<file path="config.mk">
export PLATFORM = sky130hd
export DESIGN_NAME = mmio_io_ctrl
export DESIGN_NICKNAME = d
export VERILOG_FILES = /design/src/rtl/io_pkg.sv /design/src/rtl/io_debounce.sv /design/src/rtl/mmio_io_ctrl.sv
export SDC_FILE = /design/constraint.sdc
export NUM_CORES = 1
export LEC_CHECK = 0
export ABC_AREA = 1
export CAP_MARGIN = 20
export CELL_PAD_IN_SITES_DETAIL_PLACEMENT = 1
export CELL_PAD_IN_SITES_GLOBAL_PLACEMENT = 2
export CORE_MARGIN = 2
export CORE_UTILIZATION = 35
export DETAILED_ROUTE_END_ITERATION = 16
export GPL_TIMING_DRIVEN = 1
export PLACE_DENSITY_LB_ADDON = 0.12
export SLEW_MARGIN = 20
export SYNTH_ARGS = -nofsm -noshare
export SYNTH_HDL_FRONTEND = slang
export SYNTH_HIERARCHICAL = 1
export SYNTH_SLANG_ARGS = --single-unit
</file>
<file path="constraint.sdc">
create_clock -name clk -period 7.3 [get_ports clk]
set_clock_uncertainty 0.2 [all_clocks]
set_input_delay 1.095 -clock clk [delete_from_list [all_inputs] [get_ports clk]]
set_output_delay 1.095 -clock clk [all_outputs]
set_load 0.05 [all_outputs]
</file>
<file path="src/rtl/io_pkg.sv">
// rtl/io_pkg.sv - register offsets, CTRL field layout and hex-to-7seg lookup for mmio_io_ctrl
package io_pkg;

   localparam logic [7:0] IO_STATUS  = 8'h00;
   localparam logic [7:0] IO_SWITCH  = 8'h04;
   localparam logic [7:0] IO_DISPLAY = 8'h08;
   localparam logic [7:0] IO_CTRL    = 8'h0C;

   typedef struct packed {
      logic [7:0] digit_mask;
      logic       disp_en;
   } io_ctrl_t;

   // Active-low segments, bit6=a .. bit0=g.
   function automatic logic [6:0] seg7(input logic [3:0] nib);
      logic [6:0] s;
      case (nib)
         4'h0: s = 7'b0000001;
         4'h1: s = 7'b1001111;
         4'h2: s = 7'b0010010;
         4'h3: s = 7'b0000110;
         4'h4: s = 7'b1001100;
         4'h5: s = 7'b0100100;
         4'h6: s = 7'b0100000;
         4'h7: s = 7'b0001111;
         4'h8: s = 7'b0000000;
         4'h9: s = 7'b0000100;
         4'hA: s = 7'b0001000;
         4'hB: s = 7'b1100000;
         4'hC: s = 7'b0110001;
         4'hD: s = 7'b1000010;
         4'hE: s = 7'b0110000;
         default: s = 7'b0111000;
      endcase
      return s;
   endfunction

endpackage

</file>
<file path="src/rtl/io_debounce.sv">
// rtl/io_debounce.sv - 2-flop synchroniser plus stable-count debouncer for one button
module io_debounce #(
   parameter int DEBOUNCE_CYCLES = 100000
) (
   input  logic clk,
   input  logic reset,
   input  logic raw,
   output logic level,
   output logic rise
);

   localparam int CNT_W = $clog2(DEBOUNCE_CYCLES);

   logic [1:0]       sync_q;
   logic [CNT_W-1:0] cnt;
   logic             accept;

   // The DEBOUNCE_CYCLES-th consecutive differing cycle commits the new level.
   assign accept = (sync_q[1] != level) && (cnt == CNT_W'(DEBOUNCE_CYCLES - 1));
   assign rise   = accept && sync_q[1];

   always_ff @(posedge clk or posedge reset) begin
      if (reset) begin
         sync_q <= '0;
         cnt    <= '0;
         level  <= 1'b0;
      end else begin
         sync_q <= {sync_q[0], raw};
         if (sync_q[1] == level) begin
            cnt <= '0;
         end else if (accept) begin
            cnt   <= '0;
            level <= sync_q[1];
         end else begin
            cnt <= cnt + 1'b1;
         end
      end
   end

endmodule

</file>
<file path="src/rtl/mmio_io_ctrl.sv">
// rtl/mmio_io_ctrl.sv - MMIO buttons/switches/7-seg peripheral; IO_LEADING_ZERO_BLANK_EN blanks leading zero digits
module mmio_io_ctrl
   import io_pkg::*;
#(
   parameter int NUM_DIGITS      = 8,
   parameter int NUM_BTNS        = 2,
   parameter int SW_W            = 16,
   parameter int DEBOUNCE_CYCLES = 100000,
   parameter int SCAN_DIV        = 100000
) (
   input  logic                  clk,
   input  logic                  reset,
   input  logic [7:0]            addr,
   input  logic                  we,
   input  logic [31:0]           wdata,
   output logic [31:0]           rdata,
   input  logic [NUM_BTNS-1:0]   btn,
   input  logic [SW_W-1:0]       sw,
   output logic [NUM_DIGITS-1:0] an,
   output logic [6:0]            a2g
);

   localparam int PRE_W    = (SCAN_DIV > 1) ? $clog2(SCAN_DIV) : 1;
   localparam int IDX_W    = (NUM_DIGITS > 1) ? $clog2(NUM_DIGITS) : 1;
   localparam int MASK_INT = (1 << NUM_DIGITS) - 1;
   localparam logic [7:0] MASK_ALL = MASK_INT[7:0];

   logic [NUM_BTNS-1:0]     btn_level, btn_rise, pending, clr;
   logic [SW_W-1:0]         sw_m, sw_s;
   logic [4*NUM_DIGITS-1:0] display;
   io_ctrl_t                ctrl;
   logic [PRE_W-1:0]        pre;
   logic [IDX_W-1:0]        idx;
   logic [NUM_DIGITS-1:0]   lit, an_d;
   logic [3:0]              cur_nib;

   for (genvar g = 0; g < NUM_BTNS; g++) begin : g_btn
      io_debounce #(.DEBOUNCE_CYCLES(DEBOUNCE_CYCLES)) u_db (
         .clk   (clk),
         .reset (reset),
         .raw   (btn[g]),
         .level (btn_level[g]),
         .rise  (btn_rise[g])
      );
   end

   assign clr = (we && addr == IO_STATUS) ? wdata[NUM_BTNS-1:0] : '0;

   // Set is OR-ed in after the clear so a same-cycle event is never lost.
   always_ff @(posedge clk or posedge reset) begin
      if (reset) begin
         sw_m    <= '0;
         sw_s    <= '0;
         pending <= '0;
         display <= '0;
         ctrl    <= '{digit_mask: MASK_ALL, disp_en: 1'b1};
      end else begin
         sw_m    <= sw;
         sw_s    <= sw_m;
         pending <= (pending & ~clr) | btn_rise;
         if (we && addr == IO_DISPLAY)
            display <= wdata[4*NUM_DIGITS-1:0];
         if (we && addr == IO_CTRL) begin
            ctrl.disp_en    <= wdata[0];
            ctrl.digit_mask <= wdata[15:8] & MASK_ALL;
         end
      end
   end

   always_comb begin
      rdata = '0;
      case (addr)
         IO_STATUS: begin
            rdata[NUM_BTNS-1:0]  = pending;
            rdata[8 +: NUM_BTNS] = btn_level;
         end
         IO_SWITCH:  rdata = 32'(sw_s);
         IO_DISPLAY: rdata = 32'(display);
         IO_CTRL: begin
            rdata[0]    = ctrl.disp_en;
            rdata[15:8] = ctrl.digit_mask;
         end
         default: rdata = '0;
      endcase
   end

   always_ff @(posedge clk or posedge reset) begin
      if (reset) begin
         pre <= '0;
         idx <= '0;
      end else if (pre == PRE_W'(SCAN_DIV - 1)) begin
         pre <= '0;
         idx <= (idx == IDX_W'(NUM_DIGITS - 1)) ? '0 : idx + 1'b1;
      end else begin
         pre <= pre + 1'b1;
      end
   end

`ifdef IO_LEADING_ZERO_BLANK_EN
   always_comb begin
      logic seen;
      seen = 1'b0;
      lit  = '0;
      for (int i = NUM_DIGITS - 1; i >= 0; i--) begin
         seen   = seen | (|display[4*i +: 4]);
         lit[i] = seen || (i == 0);
      end
   end
`else
   assign lit = '1;
`endif

   always_comb begin
      cur_nib = '0;
      an_d    = '1;
      for (int i = 0; i < NUM_DIGITS; i++) begin
         if (idx == IDX_W'(i)) begin
            cur_nib = display[4*i +: 4];
            an_d[i] = ~(ctrl.disp_en & ctrl.digit_mask[i] & lit[i]);
         end
      end
   end

   // Pin outputs are registered so an stays all-ones for the whole reset.
   always_ff @(posedge clk or posedge reset) begin
      if (reset) begin
         an  <= '1;
         a2g <= 7'b0000001;
      end else begin
         an  <= an_d;
         a2g <= seg7(cur_nib);
      end
   end

endmodule
</file>
==> summary.txt <==
Drt
  – Via/cell ratio: 4.62
  – Number of DRC markers in iteration 0: 182
  – Final ANT Viol Nets: 0
  – Routed len/inst: 15.0 um
  – Vias: 5855
  – Pre-antenna DRT Iters: 4
  – Remaining DRCs: 0
  – Total Routed Length: 18900 um

Worst setup path
  – Crit end category: output pin
  – Critical path class: primary input to output pin
  – Maximum fanout along the worst path: 27
  – Critical Path RT: 6.00 ns
  – CP cell instances: clkdlybuf4s50_1, inv_1, nor4_4, inv_2, o2111ai_1, clkdlybuf4s50_1
  – Crit path top cell by count: clkdlybuf4s50_1
  – R2R depth: 18
  – Reg-to-reg critical path startpoint: idx[1]
  – CP bufs+invs: 4
  – Max stage delay on crit path: 0.85 ns
  – Crit start category: primary input
  – Worst r2r dst: a2g[3]
  – CP max stage cell: clkdlybuf4s50_1
  – Reg2Reg Setup Slack: 4.64 ns
  – Top Family by Delay on Critical Path: buffers and inverters
  – CP arrival: 3.87 ns

Power and ir drop
  – Max VDD drop: 154 uV
  – Sw frac: 23.4%
  – Clock Power Share: 46.8%
  – Cell Pwr Density: 206 nW/um^2
  – Switching power: 0.442 mW
  – Seq pwr share: 46.5%
  – P_int: 1.45 mW
  – Tot Pwr: 1.89 mW
  – Leakage: 4.18 nW
  – Logic pwr share: 6.7%

Logic synthesis
  – Commonest cells post-synth: nand2_1, dfrtp_1, inv_1, nor2_1, nand3_1
  – Top-count cell post-synth: nand2_1
  – Net count after synthesis: 945
  – Post-synth EDFFs: 0
  – Sequential fraction of the synthesis area: 52.2%
  – Top_reg_cell synth: dfrtp_1
  – Synthesized cell area: 7240 um^2
  – Synth Instances: 869
  – Yosys top cell by area: dfrtp_1
  – Yosys reg bits: 150
  – Synth cell types: 38
  – Top-area cell type share of the netlist area: 45.6%
  – Post-Synthesis Mean Instance Area: 8.33 um^2
  – Synth Warn #: 6
  – Async set-reset flop share out of synthesis: 100%
  – Synth top area cells: dfrtp_1, nand2_1, dfstp_2

Floorplan
  – I/O pin cnt: 108
  – Site Rows: 52
  – Initial core utilization: 35.7%
  – Die area: 21900 um^2
  – Die H: 148 um
  – Core area: 20300 um^2
  – Die Span X: 148 um

Clock tree
  – # resized after CTS: 0
  – Clock Latency Late Sink: 0.42 ns
  – Post-CTS setup buffer count: 0
  – H-Tree Level Count: 4
  – Clock Sinks: 150
  – Clock Path Buffers: 2
  – CTS tree: done
  – CTS Buf Count: 17
  – Root Buffer: clkbuf_16
  – Hold buffer count at CTS: 0
  – Clock-pin slew on the worst setup and hold paths: 0.06 ns

GRT
  – Number of global-route vias before repair: 6065
  – Gr usage total: 18.5%
  – First-pass GRT wire length: 31800 um
  – GRT Residual Overflow: 0
  – Largest net degree at the start of global routing: 65
  – Initial antenna violation count: 0

STA
  – Achievable frequency: 0.194 GHz
  – Final Hold Viols: 0
  – Unrepaired setup endpoints after global routing: false
  – Final Cycle Share: 70.7%
  – Tightest Pin Transition: 0.848 ns
  – Relative slew slack: 43.4%
  – Setup TNS: 0 ns
  – Max Transition Viols Final: 0
  – Tmin final: 5.16 ns
  – Final setup vio count: 0

Place
  – Port buffer count: 107
  – Post-DP HPWL: 13800 um
  – GPL Wtd Cong: 0.743

Hold path
  – Worst hold path cell count: 0
  – Hold crit path type: flop to flop
  – Worst hold start: sw_m[0]
  – Hold endpoint: sw_s[0]

Run
  – Max_cap viols: 0

Finish
  – Layout cell share with drive strength beyond 1: 10.5%
  – Layout overhead on the synthesized area: 26.7%
  – Final nets: 1060
  – Post-layout util: 45.2%
  – Antenna diodes: 0

Status
  – Status: finished clean
==> worst reg2reg max path, stage by stage, from the launching register on <==
cell and delay, ns:
dfrtp_1 0.40, inv_1 0.10, ha_1 0.26, inv_1 0.10
nor2_2 0.23, nand2_1 0.08, nand3_1 0.09, nand2_1 0.06
nand2_1 0.05, nand2_1 0.05, nand2_1 0.08, nand2_1 0.06
nand2_1 0.12, inv_1 0.12, ha_1 0.32, nand2_1 0.07
nand2_1 0.05, nand2_1 0.05, nand2_1 0.05
==> metrics by stage <==
stage	hold WS (ns)	cells	worst slack, ns	instance area (um^2)
after global placement	0.133	1235	2.23	8580
after floorplan	0.131	869	2.99	7240
final	0.148	1267	2.14	9170
after global routing	0.154	1267	1.87	9170
after detailed placement	0.136	1235	2.10	8580
after CTS	0.150	1267	2.10	9170
==> worst max path at each step <==
| stage | from | to | depth (start not counted) |
|---|---|---|---|
| 2_1_floorplan | addr[1] | rdata[2] | 4 |
| 3_3_place_gp | addr[3] | rdata[0] | 6 |
| 3_5_place_dp | addr[3] | rdata[9] | 6 |
| 4_1_cts | addr[3] | rdata[9] | 6 |
| 5_1_grt | addr[3] | rdata[7] | 6 |
| 6_report | addr[3] | rdata[0] | 6 |
==> sequential cells by signal, indices dropped and copies added (netlist names), 3 cells and up <==
signal,count
sw_m,16
display,32
g_btn.u_db/sync_q,4
g_btn.u_db/cnt,34
an,8
idx,3
ctrl,9
pre,17
a2g,7
sw_s,16
==> power by group through the flow <==
stage / clock (mW) / combinational, mW / sequential (mW)
after floorplan: 0 / 0.0551 / 0.899
after CTS: 0.908 / 0.130 / 0.877
final: 0.883 / 0.127 / 0.877
after global placement: 0 / 0.128 / 0.891
after detailed placement: 0 / 0.129 / 0.892
after global routing: 0.949 / 0.142 / 0.880
==> layer usage <==
metal,wire length (um),up-vias,global-route usage [%]
li1,-,2954,-
met4,232,0,5.05
met2,8790,97,30.2
met5,0,-,0
met1,9230,2785,25.2
met3,683,19,3.64
==> cells in the final DEF, fill, tap and decap left out, types with 9 or more instances in the layout <==
cell | netlist | layout
dfstp_2 | 18 | 18
nand3_1 | 55 | 55
nor2_2 | 9 | 9
ha_1 | 15 | 15
dfrtp_1 | 132 | 132
nor2_1 | 116 | 116
inv_1 | 120 | 119
o21ai_1 | 24 | 24
nand2_1 | 206 | 206
nand4_1 | 9 | 9
a21oi_1 | 42 | 42
nand2_2 | 17 | 17
clkdlybuf4s50_1 | 0 | 107
o21ai_0 | 26 | 26
clkbuf_16 | 0 | 17
==> logic make-up after synthesis <==
family,Yosys count,synth area share [%]
buffers and inverters,142,7.88
adders and majority gates,15,2.59
and+or+nand+nor,444,27.9
AOI/OAI and AO/OA,108,8.24
xor gates and xnor gates,10,1.21
DFF,150,52.2
==> layout make-up <==
cell class / instances / area (um^2)
multi-input cells: 577 / 2890
repair buffers: 109 / 1090
fillers: 2455 / 11100
well taps: 270 / 338
clock inverters: 11 / 124
flip-flops and latches: 150 / 3780
inverters: 129 / 487
clock buffers: 21 / 470
(Power assumes the default switching activity.)
